`src/rtl/sel_reg_arb_pkg.sv`:
```
// Shared types and helpers for the sel_reg_arb select register.
// Channel vectors are zero-extended to MAX_N bits before being handed to the helpers.
package sel_reg_arb_pkg;

  typedef enum logic [0:0] {
    ARB_FIXED = 1'b0,
    ARB_RR    = 1'b1
  } arb_mode_e;

  localparam int MAX_N = 64;
  localparam int PC_W  = $clog2(MAX_N) + 1;

  function automatic logic [PC_W-1:0] popcount(input logic [MAX_N-1:0] v);
    logic [PC_W-1:0] c;
    c = '0;
    for (int i = 0; i < MAX_N; i++) c = c + PC_W'(v[i]);
    return c;
  endfunction

  function automatic logic [MAX_N-1:0] onehot(input logic [31:0] idx);
    return MAX_N'(1) << idx;
  endfunction

endpackage

```
`src/rtl/sel_reg_arb_rr_pick.sv`:
```
// Rotate-priority picker: the first asserted request at or after start wins.
// It returns a one-hot grant (all-zero when idle) and the winner's binary index.
module rr_pick
  import sel_reg_arb_pkg::*;
#(
  parameter int N = 4
) (
  input  logic [N-1:0]         req,
  input  logic [$clog2(N)-1:0] start,
  output logic [N-1:0]         gnt,
  output logic [$clog2(N)-1:0] idx
);
  localparam int IW = $clog2(N);

  // Scan the rotated order backwards so the earliest hit is the last assignment.
  always_comb begin
    idx = '0;
    for (int k = N - 1; k >= 0; k--) begin
      if (req[(int'(start) + k) % N]) idx = IW'((int'(start) + k) % N);
    end
    gnt = (|req) ? N'(onehot(32'(idx))) : '0;
  end

endmodule

```
`src/rtl/sel_reg_arb.sv`:
```
// N-channel shared register with fixed-priority or round-robin arbitration.
// Optional SEL_REG_ARB_SVA_EN compiles in the concurrent property checks.
module sel_reg_arb
  import sel_reg_arb_pkg::*;
#(
  parameter int W     = 8,
  parameter int N     = 4,
  parameter int MODE  = 0,
  parameter int CNT_W = 8
) (
  input  logic             clk,
  input  logic             rst,
  input  logic [N-1:0]     sel,
  input  logic [N*W-1:0]   d,
  output logic [W-1:0]     q,
  output logic             q_valid,
  output logic [N-1:0]     grant,
  output logic             conflict,
  output logic [CNT_W-1:0] conflict_cnt
);
  localparam int IW = $clog2(N);

  logic [N-1:0]     pick_gnt;
  logic [IW-1:0]    pick_idx;
  logic             any_req;
  logic             multi_req;
  logic [W-1:0]     q_reg;
  logic             q_valid_reg;
  logic [N-1:0]     grant_reg;
  logic             conflict_reg;
  logic [CNT_W-1:0] cnt_reg;

  assign any_req   = |sel;
  assign multi_req = popcount(MAX_N'(sel)) >= PC_W'(2);

  if (MODE == int'(ARB_RR)) begin : g_rr
    logic [IW-1:0] ptr_reg;

    rr_pick #(.N(N)) u_pick (
      .req   (sel),
      .start (ptr_reg),
      .gnt   (pick_gnt),
      .idx   (pick_idx)
    );

    // Next search starts just past the winner, wrapping for non-power-of-two N.
    always_ff @(posedge clk) begin
      if (rst) ptr_reg <= '0;
      else if (any_req) ptr_reg <= (pick_idx == IW'(N - 1)) ? '0 : pick_idx + IW'(1);
    end
  end else begin : g_fixed
    always_comb begin
      pick_idx = '0;
      for (int i = 0; i < N; i++) begin
        if (sel[i]) pick_idx = IW'(i);
      end
    end
    assign pick_gnt = any_req ? N'(onehot(32'(pick_idx))) : '0;
  end

  always_ff @(posedge clk) begin
    if (rst) begin
      q_reg        <= '0;
      q_valid_reg  <= 1'b0;
      grant_reg    <= '0;
      conflict_reg <= 1'b0;
      cnt_reg      <= '0;
    end else begin
      if (any_req) begin
        q_reg       <= d[pick_idx*W +: W];
        q_valid_reg <= 1'b1;
      end
      grant_reg    <= pick_gnt;
      conflict_reg <= multi_req;
      if (multi_req && (cnt_reg != {CNT_W{1'b1}})) cnt_reg <= cnt_reg + CNT_W'(1);
    end
  end

  assign q            = q_reg;
  assign q_valid      = q_valid_reg;
  assign grant        = grant_reg;
  assign conflict     = conflict_reg;
  assign conflict_cnt = cnt_reg;

`ifdef SEL_REG_ARB_SVA_EN
  a_grant_onehot0: assert property (@(posedge clk) disable iff (rst) $onehot0(grant));
  a_idle_hold: assert property (@(posedge clk) disable iff (rst)
    (!$past(rst) && !$past(|sel)) |-> $stable(q));
  a_cnt_mono: assert property (@(posedge clk) disable iff (rst)
    !$past(rst) |-> conflict_cnt >= $past(conflict_cnt));
  a_cnt_sat: assert property (@(posedge clk) disable iff (rst)
    (!$past(rst) && $past(conflict_cnt) == {CNT_W{1'b1}}) |-> conflict_cnt == {CNT_W{1'b1}});

  for (genvar gi = 0; gi < N; gi++) begin : g_sva_ch
    a_data: assert property (@(posedge clk) disable iff (rst)
      grant[gi] |-> q == $past(d[gi*W +: W]));
    if (MODE == int'(ARB_FIXED)) begin : g_fixed_chk
      a_fixed_win: assert property (@(posedge clk) disable iff (rst)
        (sel[gi] && ((sel >> (gi + 1)) == '0)) |=> grant[gi]);
    end else begin : g_rr_chk
      localparam int SW = $clog2(N + 1) + 1;
      logic [SW-1:0] starve_reg;
      // Consecutive cycles this channel asked and lost.
      always_ff @(posedge clk) begin
        if (rst || !sel[gi] || pick_gnt[gi]) starve_reg <= '0;
        else starve_reg <= starve_reg + SW'(1);
      end
      a_no_starve: assert property (@(posedge clk) disable iff (rst) starve_reg < SW'(N));
    end
  end
`endif

endmodule

```
`config.mk`:
```
export PLATFORM = sky130hd
export DESIGN_NAME = sel_reg_arb
export DESIGN_NICKNAME = d
export VERILOG_FILES = /design/src/rtl/sel_reg_arb_pkg.sv /design/src/rtl/sel_reg_arb_rr_pick.sv /design/src/rtl/sel_reg_arb.sv
export SDC_FILE = /design/constraint.sdc
export NUM_CORES = 1
export LEC_CHECK = 0
export BUFFER_PORTS_ARGS = -buffer_cell sky130_fd_sc_hd__buf_4
export CORE_UTILIZATION = 30
export CTS_CLUSTER_DIAMETER = 200
export DETAILED_ROUTE_END_ITERATION = 8
export HOLD_SLACK_MARGIN = 0.12
export SKIP_LAST_GASP = 1
export SLEW_MARGIN = 30
export SYNTH_ARGS = -nofsm -noshare
export SYNTH_HDL_FRONTEND = slang
export SYNTH_SLANG_ARGS = --single-unit
export TNS_END_PERCENT = 100
```
`constraint.sdc`:
```
create_clock -name clk -period 2.06 [get_ports clk]
set_input_delay 0.103 -clock clk [delete_from_list [all_inputs] [get_ports clk]]
set_output_delay 0.103 -clock clk [all_outputs]
set_load 0.01 [all_outputs]
```
==> metrics.md <==
| Metric | Value |
|---|---|
| Status | `finished clean` |
| Synth cell types | `31` |
| Worst-path cell chain | `buf_4 -> inv_1 -> fa_1 -> nand2b_1 -> a21oi_1 -> nor2b_2 -> mux2_2` |
| Cell depth of the worst flop-to-flop path | `5` |
| Final wirelength | `3130 um` |
| HP Class | `primary input to flop` |
| Pre-CTS WS | `0.190 ns` |
| Vias per cell | `4.93` |
| Ant. Diodes | `0` |
| CP Launch Type | `primary input` |
| Hold Violations, Final | `0` |
| Max Freq | `633 MHz` |
| Period utilization | `0.767` |
| Yosys top cell area share | `0.380` |
| Gr busiest metal | `met2` |
| Worst-margin pin slew | `roughly 0.42 ns` |
| Max-slew violation count | `0` |
| Avg WL per Cell | `12.7 um` |
| Dpl cell area | `approximately 0.0017 mm^2` |
| Hold path depth | `3` |
| Syn Nets | `172` |
| Min Hold Slack | `0.168 ns` |
| Max Root-Sink Buffers | `2` |
| Drt pass-1 iters | `4` |
| Power Total | `999 uW` |
| Crit path largest cell delay | `between 0.4 and 0.5 ns` |
| Remaining DRCs | `0` |
| Seq/Total Area, Yosys | `0.380` |
| PnR worst setup slack | `0.480 ns` |
| Net total in the final layout | `240` |
| Number of placed instances, taps included | `between 200 and 250` |
| Worst-path maximum fanout | `10` |
| Initial core utilization | `0.314` |
| Largest net degree at the start of global routing | `27` |
| Die area | `just over 0.004 mm^2` |
| Worst Clk Skew | `0.00128 ns` |
| Number of global-route vias before repair | `around 1200` |
| Initial DRC count | `48` |
| Worst Path Required | `about 2.2 ns` |
| Post-route insts no fill | `246` |
| Yosys top cell by area | `dfxtp_1` |
| CTS tree | `built` |
| Core region area | `~0.0037 mm^2` |
| CTS H-tree lvls | `1` |
| Root buf cell | `clkbuf_8` |
| DP Wirelength | `2220 um` |
| GPL Wtd Cong | `0.754` |
| Die height | `64.2 um` |
| Met1 global-route usage | `0.187` |
| Num rows | `22` |
| Final setup vio count | `0` |
| Avg Cell Area, Syn | `8.85 um^2` |
| Setup CP Type | `primary input to flop` |
| Final Critical Period | `approximately 1.6 ns` |
| Overall Global Routing Usage | `0.156` |
| Synth Cell Area | `0.00116 mm^2` |
| Lkg Pwr | `0.806 nW` |
| Worst skew pair latency | `0.25 ns` |
| RSZ-0062 raised after global routing | `false` |
| EDFF count, synth | `0` |
| Post-CTS Setup Bufs | `0` |
| Syn. warnings | `0` |
| Worst EP arrival | `1.73 ns` |
| Post-synth top cells | `dfxtp_1 (22), a21oi_1 (17), nand2_1 (11)` |
| Asr flop ratio synth | `0` |
| Initial antenna violation count | `0` |
| Critical-path top delay cell | `fa_1` |
| Dominant cells by area after synthesis | `dfxtp_1 (38%), mux2_2 (9.7%), a21oi_1 (7.3%)` |
| M2 GR Usage | `0.290` |
| Pwr/cell area | `about 560 mW/mm^2` |
| Cells after synthesis | `131` |
| Die extent in x | `64.2 um` |
| Ports | `60` |
| Main flop type after synthesis | `dfxtp_1` |
| Total global routing overflow | `0` |
| Global-route wire length before repair | `~5200 um` |
| Critical Path Sink Type | `flop` |
| # clock sinks | `22` |
| Setup TNS | `0 ns` |
| Final core occ | `0.487` |
| PortBufs | `59` |
| Area Overhead vs Synth | `55.0%` |
| Clock-pin slew on the worst setup and hold paths | `0.08 ns` |
| Met3 global-route usage | `0.0321` |
| Share of layout cells above drive strength 1 | `0.409` |
| DRT antenna net count | `0` |
| Via count | `1212` |
| Design Area, Final | `0.00180 mm^2` |
| Count leader, synth | `dfxtp_1` |
| Max-Cap Viols | `0` |
| Worst VDD drop | `0.000331 V` |
| Relative slew slack | `0.723` |
| Seq cells post-synth | `22` |
| Cts bufs inserted | `3` |
layout by cell type (no fill, tap or decap), drive strengths merged:
master,instances
dfxtp,22
nand2,11
fa,1
dlygate4sd3,9
nor3b,6
nor2,10
o311ai,3
buf,62
ha,2
and4,2
nand3,2
nand3b,5
nand2b,3
nor2b,4
inv,7
a21oi,17
a311oi,1
and4b,1
a21boi,1
a31oi,1
a211oi,1
mux2i,1
a221oi,5
nor4b,1
and3,2
mux2,11
clkbuf,4
nor3,3
worst max-delay path, delay by kind of cell:
family,cells,cell delay (ns)
compound gates,1,0.19
fa+ha+maj,1,0.44
buf+inv,2,0.26
mux,1,0.34
simple gates,2,0.39
power breakdown:
group	internal, mW	switching (mW)
sequential	0.449	0.0173
clock	0.170	0.131
combinational	0.137	0.0952
path summary, 6_finish.rpt:
kind / from / end / slack, ns
max: sel[1] / conflict_cnt[3]$_SDFFE_PP0P_ / 0.48
min: sel[3] / grant[3]$_SDFF_PP0_ / 0.17
max reg2reg: conflict_cnt[0]$_SDFFE_PP0P_ / conflict_cnt[4]$_SDFFE_PP0P_ / 0.59
min reg2reg: q_valid$_SDFFE_PP0P_ / q_valid$_SDFFE_PP0P_ / 0.52
cells by family after synthesis:
family / after synthesis / synth area share
AO/OA/AOI/OAI: 29 / 0.163
AND/OR/NAND/NOR: 50 / 0.249
multiplexers: 12 / 0.119
adder cells (fa/ha/maj): 3 / 0.0388
buffers and inverters: 15 / 0.0507
flip-flops: 22 / 0.380
layer usage:
metal / vias to the layer above / wire (um)
met4: 0 / 0
met2: 50 / 1480
li1: 603 / -
met5: - / 0
met1: 559 / 1380
met3: 0 / 271
area by class of cell:
| type | count | area (um^2) |
|---|---|---|
| clock buffer | 4 | 55.1 |
| fill | 369 | 1890 |
| inverter | 7 | 26.3 |
| multi-input combinational | 94 | 661 |
| sequential | 22 | 440 |
| tap | 48 | 60.1 |
| timing repair buffer | 71 | 556 |
repair_timing:
action | 4_1_cts | 5_1_grt
setup endpoints to repair | 0 | 0
resized for setup | 0 | 0
endpoints found under the hold margin | 9 | 0
hold buffers | 9 | 0
Note: power is estimated with default switching activity, not from simulation.
